**src/rtl/fisr_newton_iter.sv**
```systemverilog
// fisr_newton_iter
//   Fast inverse square root core for FP32. Forms the magic-constant initial
//   guess, then runs ITER Newton-Raphson steps y <- y*(1.5 - x/2*y*y) on one
//   shared multiplier and one shared subtractor, sequenced by a small FSM.
//   IEEE special inputs (zero/denormal, negative, +Inf, NaN) bypass the
//   iteration and are reported with m_special.
//
// Ports
//   clk, rst       rising-edge clock, asynchronous active-low reset
//   ce             clock enable; every register holds while low
//   s_valid/ready  input handshake, s_data = FP32 operand x
//   m_valid/ready  output handshake, m_data = ~1/sqrt(x)
//   m_special      result came from the special-case path
module fisr_newton_iter #(
  parameter int          ITER  = 2,             // 1..4
  parameter logic [31:0] MAGIC = 32'h5F3759DF
) (
  input  logic        clk,
  input  logic        rst,
  input  logic        ce,
  input  logic        s_valid,
  output logic        s_ready,
  input  logic [31:0] s_data,
  output logic        m_valid,
  input  logic        m_ready,
  output logic [31:0] m_data,
  output logic        m_special
);

  typedef enum logic [2:0] {IDLE, MUL_A, MUL_B, SUB, MUL_C, DONE} state_e;

  localparam logic [31:0] FP_1P5  = 32'h3FC00000;
  localparam logic [31:0] FP_INF  = 32'h7F800000;
  localparam logic [31:0] FP_QNAN = 32'h7FC00000;
  localparam logic [2:0]  ITER_W  = 3'(ITER);

  // Truncating FP32 multiply. Denormal operands count as zero, underflow
  // flushes to +0, overflow saturates to signed Inf.
  function automatic logic [31:0] fp_mul(input logic [31:0] a, input logic [31:0] b);
    logic [47:0] p;
    logic [9:0]  e;
    logic [22:0] f;
    logic        s;
    s = a[31] ^ b[31];
    p = {24'd0, 1'b1, a[22:0]} * {24'd0, 1'b1, b[22:0]};
    e = {2'b00, a[30:23]} + {2'b00, b[30:23]} + {9'd0, p[47]};
    // product of two [1,2) mantissas lies in [1,4): at most one shift
    f = 23'((p[47] ? p[46:0] : {p[45:0], 1'b0}) >> 24);
    if (a[30:23] == 8'd0 || b[30:23] == 8'd0 || e <= 10'd127) return 32'd0;
    if (e >= 10'd382) return {s, 8'hFF, 23'd0};
    e = e - 10'd127;
    return {s, e[7:0], f};
  endfunction

  // Truncating FP32 a - b. No guard bits: the smaller operand loses its
  // shifted-out bits before the add/subtract.
  function automatic logic [31:0] fp_sub(input logic [31:0] a, input logic [31:0] b);
    logic        s_big, s_sml;
    logic [7:0]  ea, eb, e_big, e_sml;
    logic [23:0] ma, mb, m_big, m_sml;
    logic [24:0] acc;
    logic [4:0]  lz;
    logic        hit;
    logic [8:0]  e_n;
    ea = a[30:23];
    eb = b[30:23];
    ma = (ea == 8'd0) ? 24'd0 : {1'b1, a[22:0]};
    mb = (eb == 8'd0) ? 24'd0 : {1'b1, b[22:0]};
    if ({ea, ma} >= {eb, mb}) begin
      s_big = a[31];  e_big = ea; m_big = ma;
      s_sml = ~b[31]; e_sml = eb; m_sml = mb;
    end else begin
      s_big = ~b[31]; e_big = eb; m_big = mb;
      s_sml = a[31];  e_sml = ea; m_sml = ma;
    end
    m_sml = m_sml >> (e_big - e_sml);
    acc = (s_big == s_sml) ? {1'b0, m_big} + {1'b0, m_sml}
                           : {1'b0, m_big} - {1'b0, m_sml};
    if (acc == 25'd0) return 32'd0;
    if (acc[24]) begin
      e_n = {1'b0, e_big} + 9'd1;
      if (e_n >= 9'd255) return {s_big, 8'hFF, 23'd0};
      return {s_big, e_n[7:0], acc[23:1]};
    end
    lz  = 5'd0;
    hit = 1'b0;
    for (int i = 23; i >= 0; i--) begin
      if (!hit) begin
        if (acc[i]) hit = 1'b1;
        else        lz  = lz + 5'd1;
      end
    end
    acc = acc << lz;
    if ({1'b0, e_big} <= {4'd0, lz}) return 32'd0;
    e_n = {1'b0, e_big} - {4'd0, lz};
    return {s_big, e_n[7:0], acc[22:0]};
  endfunction

  state_e      state_q, state_d;
  logic [31:0] x2_q, x2_d;       // x/2
  logic [31:0] y_q, y_d;         // running estimate, or the special result
  logic [31:0] t_q, t_d;         // holds t after MUL_A/MUL_B, d after SUB
  logic [2:0]  k_q, k_d;
  logic        spec_q, spec_d;

  logic [31:0] mul_a, mul_r, sub_r, in_spec_val;
  logic        in_spec;
  logic [2:0]  k_nxt;

  // Special-case classification of the incoming word; NaN before the sign
  // test so negative NaNs still map to the quiet NaN.
  always_comb begin
    in_spec     = 1'b1;
    in_spec_val = FP_QNAN;
    if (s_data[30:23] == 8'hFF && s_data[22:0] != 23'd0) in_spec_val = FP_QNAN;
    else if (s_data[30:23] == 8'd0)                      in_spec_val = FP_INF;
    else if (s_data[31])                                 in_spec_val = FP_QNAN;
    else if (s_data[30:23] == 8'hFF)                     in_spec_val = 32'd0;
    else                                                 in_spec     = 1'b0;
  end

  always_comb begin
    state_d = state_q;
    x2_d    = x2_q;
    y_d     = y_q;
    t_d     = t_q;
    k_d     = k_q;
    spec_d  = spec_q;
    k_nxt   = k_q + 3'd1;
    mul_a   = (state_q == MUL_A) ? x2_q : t_q;
    mul_r   = fp_mul(mul_a, y_q);
    sub_r   = fp_sub(FP_1P5, t_q);
    case (state_q)
      IDLE: if (s_valid) begin
        k_d    = 3'd0;
        t_d    = 32'd0;
        spec_d = in_spec;
        if (in_spec) begin
          y_d     = in_spec_val;
          state_d = DONE;
        end else begin
          // exponent 1 would become a denormal: flush to zero instead
          x2_d    = (s_data[30:23] == 8'd1) ? 32'd0
                  : {s_data[31], s_data[30:23] - 8'd1, s_data[22:0]};
          y_d     = MAGIC - (s_data >> 1);
          state_d = MUL_A;
        end
      end
      MUL_A: begin t_d = mul_r; state_d = MUL_B; end
      MUL_B: begin t_d = mul_r; state_d = SUB;   end
      SUB:   begin t_d = sub_r; state_d = MUL_C; end
      MUL_C: begin
        y_d     = mul_r;
        k_d     = k_nxt;
        state_d = (k_nxt < ITER_W) ? MUL_A : DONE;
      end
      DONE:    if (m_ready) state_d = IDLE;
      default: state_d = IDLE;
    endcase
  end

  always_ff @(posedge clk or negedge rst) begin
    if (!rst) begin
      state_q <= IDLE;
      x2_q    <= 32'd0;
      y_q     <= 32'd0;
      t_q     <= 32'd0;
      k_q     <= 3'd0;
      spec_q  <= 1'b0;
    end else if (ce) begin
      state_q <= state_d;
      x2_q    <= x2_d;
      y_q     <= y_d;
      t_q     <= t_d;
      k_q     <= k_d;
      spec_q  <= spec_d;
    end
  end

  assign s_ready   = (state_q == IDLE);
  assign m_valid   = (state_q == DONE);
  assign m_data    = m_valid ? y_q : 32'd0;
  assign m_special = m_valid & spec_q;

endmodule
```
**config.mk**
```make
export PLATFORM = sky130hd
export DESIGN_NAME = fisr_newton_iter
export DESIGN_NICKNAME = d
export VERILOG_FILES = /design/src/rtl/fisr_newton_iter.sv
export SDC_FILE = /design/constraint.sdc
export NUM_CORES = 2
export LEC_CHECK = 0
export CORE_UTILIZATION = 46
export DETAILED_ROUTE_END_ITERATION = 8
export PLACE_DENSITY = 0.59
export SETUP_SLACK_MARGIN = 0.4
export SLEW_MARGIN = 20
export SYNTH_ARGS = -nofsm -noshare
export SYNTH_HDL_FRONTEND = slang
export SYNTH_SLANG_ARGS = --single-unit
export TNS_END_PERCENT = 30
```
**constraint.sdc**
```tcl
create_clock -name clk -period 52.9 [get_ports clk]
set_clock_uncertainty 0.15 [all_clocks]
set_input_delay 10.58 -clock clk [delete_from_list [all_inputs] [get_ports clk]]
set_output_delay 10.58 -clock clk [all_outputs]
set_load 0.1 [all_outputs]
```
* Word-level counts from Yosys, hierarchy flattened *
Index checks and enable logic that the tools add are counted.
W data, S select, Z words.

word-level totals
  bits in registers = 103
  bits of input ports = 37
  output and inout bits = 35
  word-level logic and storage cells = 323

cells by class
  add/sub/neg operators = 34
  multipliers = 1
  magnitude comparators = 6
  eq/ne operators = 10
  shift-type cells = 2
  muxes and demuxes = 242
  bitwise gates (word level) = 4
  reduce and logical (&&, ||, !) cells = 18

operators by type and width
  kind                      count
  $mux W32                  19
  $mux W5                   94
  $add A5 B1 Y5 const B     23
  $mux W1                   110
  $pmux W32 S3              1
  $mux W31                  3
  $mux W24                  3
  $pmux W32 S2              1
  $mul A24 B24 Y48          1
  $mux W47                  1
  $ge A31 B32 Y1 const A    1
  $logic_not A8 Y1          4
  $sub A31 B31 Y32 const A  1
  $add A24 B24 Y25          1
  $logic_not A25 Y1         1
  $mux W25                  1
  $shl A25 B5 Y23           1
  $sub A24 B24 Y25          1
  $shr A24 B8 Y24           1
  $reduce_bool A23 Y1       1
  $pmux W3 S6               1
  $mux W8                   2
  $mux W3                   5
  $reduce_and A3 Y1         4
  other kinds (32)          36

* Depth between registers and ports, before layout *
  depth in word-level cells = 136
  mapped depth = 107
  depth with buffers taken out = 101

* Least setup slack after synthesis *
OpenSTA, ideal clock, no wires.

  kind = register to register
  from = register t_q[26]
  to = register t_q[29]
  setup time = 0.083 ns
  arrival time = 17.970 ns
  data required time = 52.667 ns
  path slack = 34.698 ns
  stages on the path, launching flop included = 99
  buffers on the path = 5
  clock period less this slack = 18.202 ns
  path through = dfrtp_1 clkbuf_1 and3_1 and4_1 o211ai_1 a21oi_1 xnor2_1 clkbuf_1 mux4_2 and2_1 mux4_2 o31ai_1 a31oi_1 nor2_1 and2_0 nand3_1 a21oi_1 a21o_1 [63 not listed] nand2_1 xor2_1 and2_1 xor2_1 inv_1 clkbuf_1 clkbuf_1 ha_1 nand2_1 nand2_1 a21oi_1 nor2b_1 or4_1 nand3_1 o21ai_0 o21a_1 o22a_1 o21ai_0

on the way
  word-level cells in the longest chain between the ends = 134
  elaborated cells on any way between the ends = 261
  those cells by class = 31 x add/sub; 5 x order compare; 1 x eq/ne; 1 x shift; 218 x mux; 5 x reduce/logical

RTL lines
  what                                                         line    text
  start, declared                                              102     logic [31:0] t_q, t_d;
  start signal, assigned                                       174     t_q <= t_d;
  $logic_not A8 Y1                                             68      mb = (eb == 8'd0) ? 24'd0 : {1'b1, b[22:0]};
  $mux W24                                                     68
  $ge A31 B32 Y1                                               69      if ({ea, ma} >= {eb, mb}) begin
  $mux W8                                                      69
  $sub A8 B8 Y8                                                76      m_sml = m_sml >> (e_big - e_sml);
  $shr A24 B8 Y24                                              76
  $sub A24 B24 Y25 / $add A24 B24 Y25 (equally long branches)  78, 77
  $mux W25                                                     77      acc = (s_big == s_sml) ? {1'b0, m_big} + {1'b0, m_sml}
  [118 not listed]                                             -
  $le A8 B5 Y1                                                 94      if ({1'b0, e_big} <= {4'd0, lz}) return 32'd0;
  $mux W1                                                      94
  $mux W1                                                      85      lz = 5'd0;
  $mux W1                                                      80      if (acc[24]) begin
  $mux W32                                                     95      e_n = {1'b0, e_big} - {4'd0, lz};
  $mux W32                                                     85
  $mux W32                                                     80
  $pmux W32 S3 *                                               133     case (state_q)

Mark *: on every way between the ends. The rest lies on a longest branch, timed or not. The select of a mux whose other input is x is not followed.
A chain may end at the register's enable or synchronous reset.

* Worst setup path in the final report *
  from = register t_q[23]
  to = register t_q[29]

Same word-level chain as after synthesis.

==> results.ini <==
[outcome]
status = complete, no violations

[clocking]
postCtsSetupBuffers = 0
cts.reportedPaths.clkPinSlew_ps = 80
hold_buffers = 0
cts_tree = done
clk_latency_ps = 380
clock_path_buffers = 2
cts.sinks = 103
cts_made_buffers = 9
post_cts_resized = 0
cts.htree.levels = 3
root_buffer = clkbuf_16

[finish]
final_area_mm2 = 0.0351
layout_common_cells = inv_1, nand2_1, fa_1
fillCellCount = 7037
fin_nets = 4803
layout-drive-gt1-share = 0.0502
layout.cells.non_filler = 4999
mostFrequentLayoutCell = inv_1
syn_to_final_growth_pct = 5.80

[min_path]
hp-start = x2_q[24]
hold_depth = 2
min_path_type = flop to flop

[logic_synthesis]
synth-async-reset-ratio = 1.00
avgSynthCellArea_um2 = 8.06
synth-seq-cells = 103
ys_warn_count = 0
syn_inst = 4116
syn-num-nets = 4877
seq_area_frac_synth = 0.0777
synth_flop_cell = dfrtp_1
synth_area_mm2 = 0.0332
netlist-cell-type-count = 107
synth_edf_count = 0

[worst_setup_path]
worstSetupPathType = flop to flop
path_max_fanout = 30
critPathBufInv = 7
cpMostUsedCell = ha_1
cp-startpoint = t_q[23]
start_kind = flop
r2r_cells = 99
crit_path_top_delay_cell = xor2_2
worstSetupEndpointType = flop
max_stage_delay_ps = 790
path_depth = 99
crit_family = compound AO/OA/AOI/OAI gates
reg2reg_from = t_q[23]
worstPathRequired_ps = 53040
arrival_ps = 22050

[route]
wl_mm = 117
wl_per_cell_um = 23.4
ant_nets = 0
vias_per_cell = 5.96
first_pass_iters = 6
drcViolationCount = 0
num_vias = 29783
first_iter_violations = 2634

[sta]
layout_setup_ws_ps = 30990
post-route-period-util = 0.414
rsz0062_at_grt = false
worst_pin_slew_ps = 1190
tns_ps = 0
maxSlewViolCount = 0
finalSetupViolCount = 0
min_period_ps = 21910
hold_violations = 0
max_freq_mhz = 45.6
relSlewSlack = 0.198

[die]
coreArea_mm2 = 0.0715
fp.dieW_um = 271
ios = 72
fp-row-count = 98
die_area_mm2 = 0.0732
die_h_um = 271
initial_core_util = 0.464

[job]
drv_cap = 0

[placed_design]
dp_cells = 4981
hpwl_mm = 90.9
port_buffers = 71
place_ws_ps = 31520
place_area_mm2 = 0.0348
globalplace.congestion = 0.967

[global_route]
grt_max_degree = 57
grt_pass1_vias = 29121
grt_antenna_before_repair = 2
grt_pass1_wl_mm = 180
grt.total_usage = 0.320
grt.overflow.total = 0

-- tightest hold or removal path, stage by stage, from the launching register on --
cell and delay (ps):
dfrtp_1 350, nand2_1 50, o21ai_0 60
-- logic make-up after synthesis --
logic type	Yosys count	share of synthesized area
other	1	0.000113
buffers and inverters	816	0.0932
AO/OA/AOI/OAI	739	0.152
AND/OR/NAND/NOR	1465	0.210
XOR/XNOR	154	0.0445
adder cells (fa/ha/maj)	727	0.384
flip-flops	103	0.0777
multiplexers	111	0.0388
-- routing by layer --
metal / vias to the layer above / track usage / share of wire
li1: 13458 / - / -
met1: 14895 / 0.477 / 0.46
met2: 1254 / 0.483 / 0.43
met3: 174 / 0.0509 / 0.085
met4: 2 / 0.0730 / 0.025
met5: - / 0 / 0.000034
-- Yosys cell counts (all sizes together), types with 68 or more instances --
cell,instances,share of area
fa,485,0.29
clkbuf,192,0.022
inv,589,0.067
and3,68,0.013
a21oi,176,0.027
nor2,295,0.034
dfrtp,103,0.078
and2,180,0.034
xnor2,92,0.025
nand2,588,0.067
ha,239,0.090
o21ai,149,0.023
-- area by class of cell --
cell class,count,area [um2],area share
Tap cell,950,1190,0.0339
Clock buffer,10,239,0.00681
Multi-Input combinational cell,3197,27600,0.786
Sequential cell,103,2580,0.0734
Inverter,590,2210,0.0631
Clock inverter,6,61.3,0.00175
Timing Repair Buffer,141,1230,0.0351
Antenna cell,2,5.00,0.000143
-- through the flow --
step / hold WS [ps] / utilization
2_1_floorplan: 300 / -
3_3_place_gp: 314 / 0.487
3_5_place_dp: 321 / 0.487
4_1_cts: 340 / 0.491
5_1_grt: 365 / 0.491
6_report: 341 / 0.491
-- path summary, 6_finish.rpt --
kind / slack (ps) / to
max in group asynchronous: 41300 / y_q[7]
min in group asynchronous: 10090 / x2_q[31]
max: 30990 / t_q[29]
min: 340 / x2_q[24]
min reg2reg: 340 / x2_q[24]
max reg2reg: 30990 / t_q[29]
-- sequential cells by signal (all words and copies together) (netlist names) --
name and count:
y_q 32, k_q 3, t_q 32, x2_q 32, spec_q 1, state_q 3
Power is not shown: default switching activity piles up to over one toggle a cycle in this logic, so the estimate is an artifact.
